## src/rtl/pipe_defs.sv

```systemverilog
// Shared pipeline definitions so the forwarding unit, register file and hazard
// logic agree on register addressing and multiplier latency.
package pipe_defs;

    localparam int REG_W       = 4;
    localparam int MUL_LAT_DEF = 4;

    localparam logic [REG_W-1:0] REG_ZERO = 4'd0;

    typedef enum logic {
        MUL_IDLE = 1'b0,
        MUL_BUSY = 1'b1
    } mul_state_t;

endpackage

```

## src/rtl/hazard_unit_mul_sequencer.sv

```systemverilog
// Countdown sequencer for the single in-flight multi-cycle multiply: tracks busy,
// emits the one-cycle done pulse and latches the destination register.
module mul_sequencer
    import pipe_defs::*;
#(
    parameter int MUL_LAT = MUL_LAT_DEF,
    parameter int CNT_W   = 4
) (
    input  logic             clk,
    input  logic             rst,
    input  logic             start,
    input  logic [REG_W-1:0] dest_in,
    output logic             busy,
    output logic             done,
    output logic [REG_W-1:0] dest
);

    mul_state_t       state;
    logic [CNT_W-1:0] count;

    // The done cycle is spent in IDLE, so a new start is accepted alongside done.
    always_ff @(posedge clk or posedge rst) begin
        if (rst) begin
            state <= MUL_IDLE;
            count <= '0;
            busy  <= 1'b0;
            done  <= 1'b0;
            dest  <= REG_ZERO;
        end else begin
            done <= 1'b0;
            case (state)
                MUL_IDLE: begin
                    if (start) begin
                        state <= MUL_BUSY;
                        count <= CNT_W'(MUL_LAT);
                        busy  <= 1'b1;
                        dest  <= dest_in;
                    end
                end
                MUL_BUSY: begin
                    count <= count - CNT_W'(1);
                    if (count == CNT_W'(1)) begin
                        state <= MUL_IDLE;
                        busy  <= 1'b0;
                        done  <= 1'b1;
                    end
                end
                default: begin
                    state <= MUL_IDLE;
                    count <= '0;
                    busy  <= 1'b0;
                end
            endcase
        end
    end

endmodule

```

## src/rtl/hazard_unit.sv

```systemverilog
// ID-stage hazard detection: stalls the front end on load-use and multiply
// conflicts that forwarding cannot cover, and launches the multiplier.
module hazard_unit
    import pipe_defs::*;
#(
    parameter int MUL_LAT = MUL_LAT_DEF,
    parameter int CNT_W   = 4,
    parameter int PERF_W  = 16
) (
    input  logic              clk,
    input  logic              rst,
    input  logic [REG_W-1:0]  ifid_rs,
    input  logic [REG_W-1:0]  ifid_rt,
    input  logic              ifid_rs_used,
    input  logic              ifid_rt_used,
    input  logic [REG_W-1:0]  ifid_dest,
    input  logic              ifid_writes,
    input  logic              ifid_is_mul,
    input  logic [REG_W-1:0]  idex_dest,
    input  logic              idex_writes,
    input  logic              idex_is_load,
    output logic              stall,
    output logic              pc_write,
    output logic              ifid_write,
    output logic              idex_bubble,
    output logic              mul_start,
    output logic              mul_busy,
    output logic [REG_W-1:0]  mul_dest,
    output logic              mul_done,
    output logic [PERF_W-1:0] stall_count
);

    function automatic logic rd_match(
        input logic [REG_W-1:0] r,
        input logic [REG_W-1:0] rs,
        input logic             rs_used,
        input logic [REG_W-1:0] rt,
        input logic             rt_used
    );
        return (r != REG_ZERO) &&
               ((rs_used && (rs == r)) || (rt_used && (rt == r)));
    endfunction

    function automatic logic [PERF_W-1:0] sat_inc(input logic [PERF_W-1:0] v);
        return (v == {PERF_W{1'b1}}) ? v : v + PERF_W'(1);
    endfunction

    logic load_use;
    logic mul_raw;
    logic mul_waw;
    logic mul_hz;

    assign load_use = idex_is_load && idex_writes &&
                      rd_match(idex_dest, ifid_rs, ifid_rs_used, ifid_rt, ifid_rt_used);

    // RAW, WAW and structural (second multiply) conflicts against the in-flight multiply.
    assign mul_raw = rd_match(mul_dest, ifid_rs, ifid_rs_used, ifid_rt, ifid_rt_used);
    assign mul_waw = ifid_writes && (ifid_dest == mul_dest) && (mul_dest != REG_ZERO);
    assign mul_hz  = mul_busy && (mul_raw || mul_waw || ifid_is_mul);

    assign stall       = load_use || mul_hz;
    assign pc_write    = ~stall;
    assign ifid_write  = ~stall;
    assign idex_bubble = stall;
    assign mul_start   = ifid_is_mul && !stall;

    mul_sequencer #(
        .MUL_LAT (MUL_LAT),
        .CNT_W   (CNT_W)
    ) u_mul_seq (
        .clk     (clk),
        .rst     (rst),
        .start   (mul_start),
        .dest_in (ifid_dest),
        .busy    (mul_busy),
        .done    (mul_done),
        .dest    (mul_dest)
    );

    always_ff @(posedge clk or posedge rst) begin
        if (rst) begin
            stall_count <= '0;
        end else if (stall) begin
            stall_count <= sat_inc(stall_count);
        end
    end

endmodule

```

## config.mk

```make
export PLATFORM = sky130hd
export DESIGN_NAME = hazard_unit
export DESIGN_NICKNAME = d
export VERILOG_FILES = /design/src/rtl/pipe_defs.sv /design/src/rtl/hazard_unit_mul_sequencer.sv /design/src/rtl/hazard_unit.sv
export SDC_FILE = /design/constraint.sdc
export NUM_CORES = 1
export LEC_CHECK = 0
export BUFFER_PORTS_ARGS = -buffer_cell sky130_fd_sc_hd__buf_4
export CORE_MARGIN = 2
export CORE_UTILIZATION = 35
export DETAILED_ROUTE_END_ITERATION = 10
export GPL_ROUTABILITY_DRIVEN = 0
export PLACE_DENSITY_LB_ADDON = 0.3
export REMOVE_ABC_BUFFERS = 1
export SLEW_MARGIN = 40
export SYNTH_ARGS = -nofsm -noshare
export SYNTH_HDL_FRONTEND = slang
export SYNTH_SLANG_ARGS = --single-unit
```

## constraint.sdc

```tcl
create_clock -name clk -period 2.3 [get_ports clk]
set_input_delay 0.46 -clock clk [delete_from_list [all_inputs] [get_ports clk]]
set_output_delay 0.46 -clock clk [all_outputs]
set_load 0.01 [all_outputs]
```

# [Yosys cells after proc, flatten, opt, wreduce, memory -nomap -nowiden]
# Index checks and enable logic that the tools add are counted.
[totals] register_bits=27 input_bits=24 out_inout_bits=27 elab_cells=53
[classes] addsub=2 n_eq_ne=9 muxes=10 bitwise_logic=3 n_reduce_logical=23
[ops] op="4-bit == test" count=5
[ops] op="16-bit by 1-bit adder with 16-bit output, second input constant" count=1
[ops] op="16-bit == test, second input constant" count=1
[ops] op="1-bit logical AND" count=12
[ops] op="4-bit case mux with 2 select lines" count=1
[ops] op="4-bit nonzero test" count=2
[ops] op="1-bit 2-to-1 mux" count=6
[ops] op="2-bit AND reduction" count=3
[ops] op="1-bit logical OR" count=5
[ops] op="4-bit by 1-bit == test with 1-bit output, second input constant" count=1
[ops] op="4-bit 2-to-1 mux" count=1
[ops] op="2-bit inequality test, second input constant" count=2
[ops] op="1-bit case mux with 2 select lines" count=2
[ops] op="4-bit by 1-bit subtractor with 4-bit output, second input constant" count=1
[ops] op="1-bit NOT" count=3
[ops] op="1-bit zero test" count=1

# [Longest topological paths before layout]
[depth] ltp_word=12 mapped_depth=9 depth_no_buf=9

# [Hierarchy]
# From an unflattened synthesis, not the netlist that was laid out.
[unflattened] hier_cells=155 area_unflattened_um2=1620.3
[by_module_without_submodules] module="hazard_unit" n_inst=1 cells_per_inst=115 area_per_inst_um2=1121.1 seq_area_each_um2=400.4
[by_module_without_submodules] module="mul_sequencer" n_inst=1 cells_per_inst=40 area_per_inst_um2=499.2 seq_area_each_um2=275.3

# [Least setup slack after synthesis]
# Ideal clock, no wire load.
[synth_timing] kind="register to output" startpoint="register u_mul_seq.dest[0]" endpoint="output pc_write" t_arrival_ns=1.627 required_time_ns=1.840 setup_slack_ns=0.213 stages_incl_launch_ff=7 path_buffers=2 path_cell_list="dfrtp_1 -> or3_1 -> o221ai_1 -> nand3_2 -> buf_6 -> inv_2 -> buf_4"
[synth_between] elab_chain_cells=9 word_cells_on_any_way=15 cone_classes="3 x eq/ne; 1 x bitwise; 11 x reduce/logical"
[synth_rtl] element="start: declaration" line="hazard_unit_mul_sequencer.sv:15" source="output logic [REG_W-1:0] dest"
[synth_rtl] element="start signal: assignment" line="hazard_unit_mul_sequencer.sv:37" source="dest <= dest_in;"
[synth_rtl] element="4-bit == test" line="hazard_unit.sv:41" source="((rs_used && (rs == r)) || (rt_used && (rt == r)));"
[synth_rtl] element="1-bit logical AND" line="hazard_unit.sv:41"
[synth_rtl] element="1-bit logical OR" line="hazard_unit.sv:41"
[synth_rtl] element="1-bit logical AND" line="hazard_unit.sv:40" source="return (r != REG_ZERO) &&"
[synth_rtl] element="1-bit logical OR (*) (2 in series)" line="hazard_unit.sv:59" source="assign mul_hz = mul_busy && (mul_raw || mul_waw || ifid_is_mul);"
[synth_rtl] element="1-bit logical AND (*)" line="hazard_unit.sv:59"
[synth_rtl] element="1-bit logical OR (*)" line="hazard_unit.sv:61" source="assign stall = load_use || mul_hz;"
[synth_rtl] element="via idex_bubble" line="hazard_unit.sv:25" source="output logic idex_bubble,"
[synth_rtl] element="1-bit NOT (*)"
[synth_rtl] element="end: declaration" line="hazard_unit.sv:23" source="output logic pc_write,"
# Mark *: on every way through the listed nets, which the timed path passes. The rest lies on a longest branch.

# [Worst setup path in the final report]
[layout_timing] startpoint="register u_mul_seq.dest[1]" endpoint="output pc_write"
[layout_between] elab_chain_cells=9 word_cells_on_any_way=15 cone_classes="3 x eq/ne; 1 x bitwise; 11 x reduce/logical"
[layout_rtl] element="4-bit == test" line="hazard_unit.sv:41"
[layout_rtl] element="1-bit logical AND" line="hazard_unit.sv:41"
[layout_rtl] element="1-bit logical OR" line="hazard_unit.sv:41"
[layout_rtl] element="1-bit logical AND" line="hazard_unit.sv:40"
[layout_rtl] element="1-bit logical OR (*) (2 in series)" line="hazard_unit.sv:59"
[layout_rtl] element="1-bit logical AND (*)" line="hazard_unit.sv:59"
[layout_rtl] element="1-bit logical OR (*)" line="hazard_unit.sv:61"
[layout_rtl] element="1-bit NOT (*)" line="hazard_unit.sv:62" source="assign pc_write = ~stall;"
# Every way passes the cells marked *; elsewhere a longest branch is shown, timed or not.

==> impl_results.md <==
- Inserted Diodes: 0
- Port buffer count: 50
- TritonCTS clock tree: yes
- CTS Buf Count: 3
- Hpwl dp: 2.569 mm
- Endpoint type of the worst setup path: output port
- Share of the synthesized area in the top cell type: 0.4286
- Avg Cell Area, Syn: 10.37 µm²
- Yosys warnings: 0
- Run status: completed
- Area of the die: 5057 µm²
- Largest cells by area after synthesis: dfrtp_1 43%, xnor2_1 11%, xor2_1 6.7%, mux2_1 4.3%, nand3_2 3.2%
- CP Launch Type: register
- Setup Viol. Count Final: 0
- DRT Pass-1 Iters: 4
- WS Path Type: register to output port
- Layout Utilization: 0.4856
- Avg WL per Cell: 13.05 µm
- VDD IR max: 0.4177 mV
- Slew @ Worst Pin: 358.4 ps
- Core area: 4354 µm²
- Number of clock sinks: 27
- Number of H-tree levels: 1
- Initial Utilization: 0.3621
- Setup Skew: 7.421 ps
- Reg-to-Reg Start: u_mul_seq.dest[1]$_DFFE_PP0P_
- Worst Path Arrival: 1760 ps
- Worst path depth: 7
- Die H: 71.12 µm
- Area growth from synthesis to layout: 34.13%
- DRC: 0
- Pins over their slew limit: 0
- Max Cap Viol: 0
- Clk buf depth: 2
- Minimum clock period: 2217 ps
- Register area share after synthesis: 0.4286
- Post-Syn Area: 1577 µm²
- Setup WS pre-CTS: 124.6 ps
- Fmax: 0.4510 GHz
- IO Count: 51
- Share of cells above drive strength 1: 0.3828
- Die X: 71.12 µm
- RR Endpoint: stall_count[15]$_DFFE_PP0P_
- Vias in the first global route: 1,252
- Slew HR: 0.7606
- HP Class: input pin to async pin
- Yosys cell types: 36
- Global-route wire length before repair: 5.513 mm
- All-layer global routing usage: 0.1347
- Post-route ant nets: 0
- Synth area leader: dfrtp_1
- Worst r2r path cells: 9
- Largest net degree at the start of global routing: 28
- Antenna violations before repair: 0
- Crit path buf inv count: 2
- Worst path slowest cell: dfrtp_2
- Skew-Pair Late Insertion Delay: 270 ps
- CP peak stage delay: 460 ps
- Gr ovfl total: 0
- Clock Root Buffer: clkbuf_8
- DRT Wirelength: 3.407 mm
- Routed vias/inst: 4.985
- Crit path max-delay family: simple AND/OR/NAND/NOR gates
- Static Leak: 1.013 nW
- RSZ-0062 raised after global routing: true
- Period utilization: 0.9640
- FP Rows: 24
- Worst setup margin: 82.70 ps
- Via count: 1,301
- Cell count after synthesis: 152
- Cell Chain, Critical Path: or3_1 > nand2_1 > a21oi_1 > o21ai_2 > nand3_4 > inv_2 > buf_4
- Endpoints failing hold: 0
- Crit path required time: 1840 ps
- Tot Pwr: 0.001221 W
- Final net count: 237
- Hold buffers post-CTS: 0
- CP Max Fanout: 6
- R2r setup slk: 190 ps
- CTS clk-pin slew, worst paths: 100 ps
- DRT iter0 DRCs: 41
- Power density over the cells: 577.7 nW/µm²
- FF+latch count, synth: 27
cells in the mapped netlist:
library cell,n
nor3_1,2
ha_1,3
clkinv_1,1
nand3_2,5
mux2_2,1
a21oi_1,3
nor2_2,2
nand4_1,8
inv_1,6
and2_1,2
o21ai_2,1
buf_6,2
xor2_1,12
nor2_1,5
and3_1,7
nand3_1,8
dfrtp_1,27
nand2_2,1
inv_2,2
nand2_1,9
xnor2_1,20
and4b_1,1
o221ai_1,1
mux2_1,6
a41oi_1,1
nor3b_1,1
nor2b_1,1
clkbuf_1,1
a31oi_1,1
mux2i_1,1
o22ai_1,2
or3_1,3
o21a_1,1
buf_4,2
nor4_1,1
nor4_2,2
repair_timing:
item                                    in CTS  in global routing
gates cloned                                 0                  0
resized for setup                            1                  5
pin swaps                                    1                  0
endpoints found under the hold margin        0                  0
endpoints found under the setup margin       4                  5
setup buffers                                1                  3
cell type report:
class	count	area [µm²]
Tap cell	52	65.06
Multi-Input combinational cell	111	853.3
Clock buffer	3	41.29
Sequential cell	27	678.2
Clock inverter	1	7.507
Timing Repair Buffer	58	435.4
Inverter	9	33.78
Fill cell	419	2240
state kept, by name, indices dropped and copies added (netlist names):
register,flops
stall_count,16
u_mul_seq.busy,1
u_mul_seq.count,4
u_mul_seq.dest,4
u_mul_seq.done,1
u_mul_seq.state,1
worst max-delay path by stage:
stage	start	endpoint
after global routing	u_mul_seq.dest[1]$_DFFE_PP0P_	ifid_write
after global placement	idex_dest[0]	ifid_write
final	u_mul_seq.dest[1]$_DFFE_PP0P_	pc_write
after floorplan	u_mul_seq.dest[0]$_DFFE_PP0P_	ifid_write
after CTS	u_mul_seq.dest[1]$_DFFE_PP0P_	pc_write
after detailed placement	idex_dest[0]	stall
worst reg2reg max path, stage by stage (launching register included):
cell,delay [ps]
dfrtp_2,460
or3_1,400
nand2_1,80
a21oi_1,70
o21ai_2,160
nand3_4,140
buf_4,170
buf_4,140
nand4_1,90
mux2_1,310
report_power, final:
| part | switching [W] | internal [W] |
|---|---|---|
| Combinational | 0.000152 | 0.000191 |
| Sequential | 0.0000697 | 0.000534 |
| Clock | 0.000151 | 0.000123 |
| Total | 0.000373 | 0.000849 |
stage by stage:
step,std cells,hold WS [ps],instance area (µm²),setup TNS [ps]
finish,261,233.1,2115,0
global route,261,268.7,2115,-5.716
CTS,258,242.7,2069,0
detailed placement,253,486.8,2006,0
global placement,253,488.5,2006,0
floorplan,147,467.6,1535,0
per-layer routing:
| layer | track usage | routed length (µm) | vias to the layer above |
|---|---|---|---|
| met1 | 0.1707 | 1520 | 616 |
| met2 | 0.2326 | 1606 | 47 |
| met3 | 0.04131 | 269 | 2 |
| met5 | 0 | 0 | - |
| li1 | - | - | 636 |
| met4 | 0.01887 | 11 | 0 |
cell families (layout without fill, tap and decap cells):
group / after synthesis / in the layout / share of synthesized area
multiplexers: 8 / 8 / 0.05635
AO/OA/AOI/OAI: 10 / 10 / 0.04286
AND/OR/NAND/NOR: 58 / 58 / 0.2230
XOR/XNOR: 32 / 32 / 0.1778
flip-flops: 27 / 27 / 0.4286
buffers and inverters: 14 / 71 / 0.04761
adder cells (fa/ha/maj): 3 / 3 / 0.02381
cell usage in the layout (no fill, tap or decap), types with 2 or more instances in the layout:
master,n
a21oi_1,3
and2_1,2
and3_1,7
buf_4,58
clkbuf_8,3
dfrtp_1,25
dfrtp_2,2
ha_1,3
inv_1,6
inv_2,2
mux2_1,6
nand2_1,9
nand3_1,7
nand3_2,5
nand4_1,8
nor2_1,5
nor2_2,2
nor3_1,2
o22ai_1,2
or3_1,3
xnor2_1,20
xor2_1,12
Note: power is estimated with default switching activity, not from simulation.
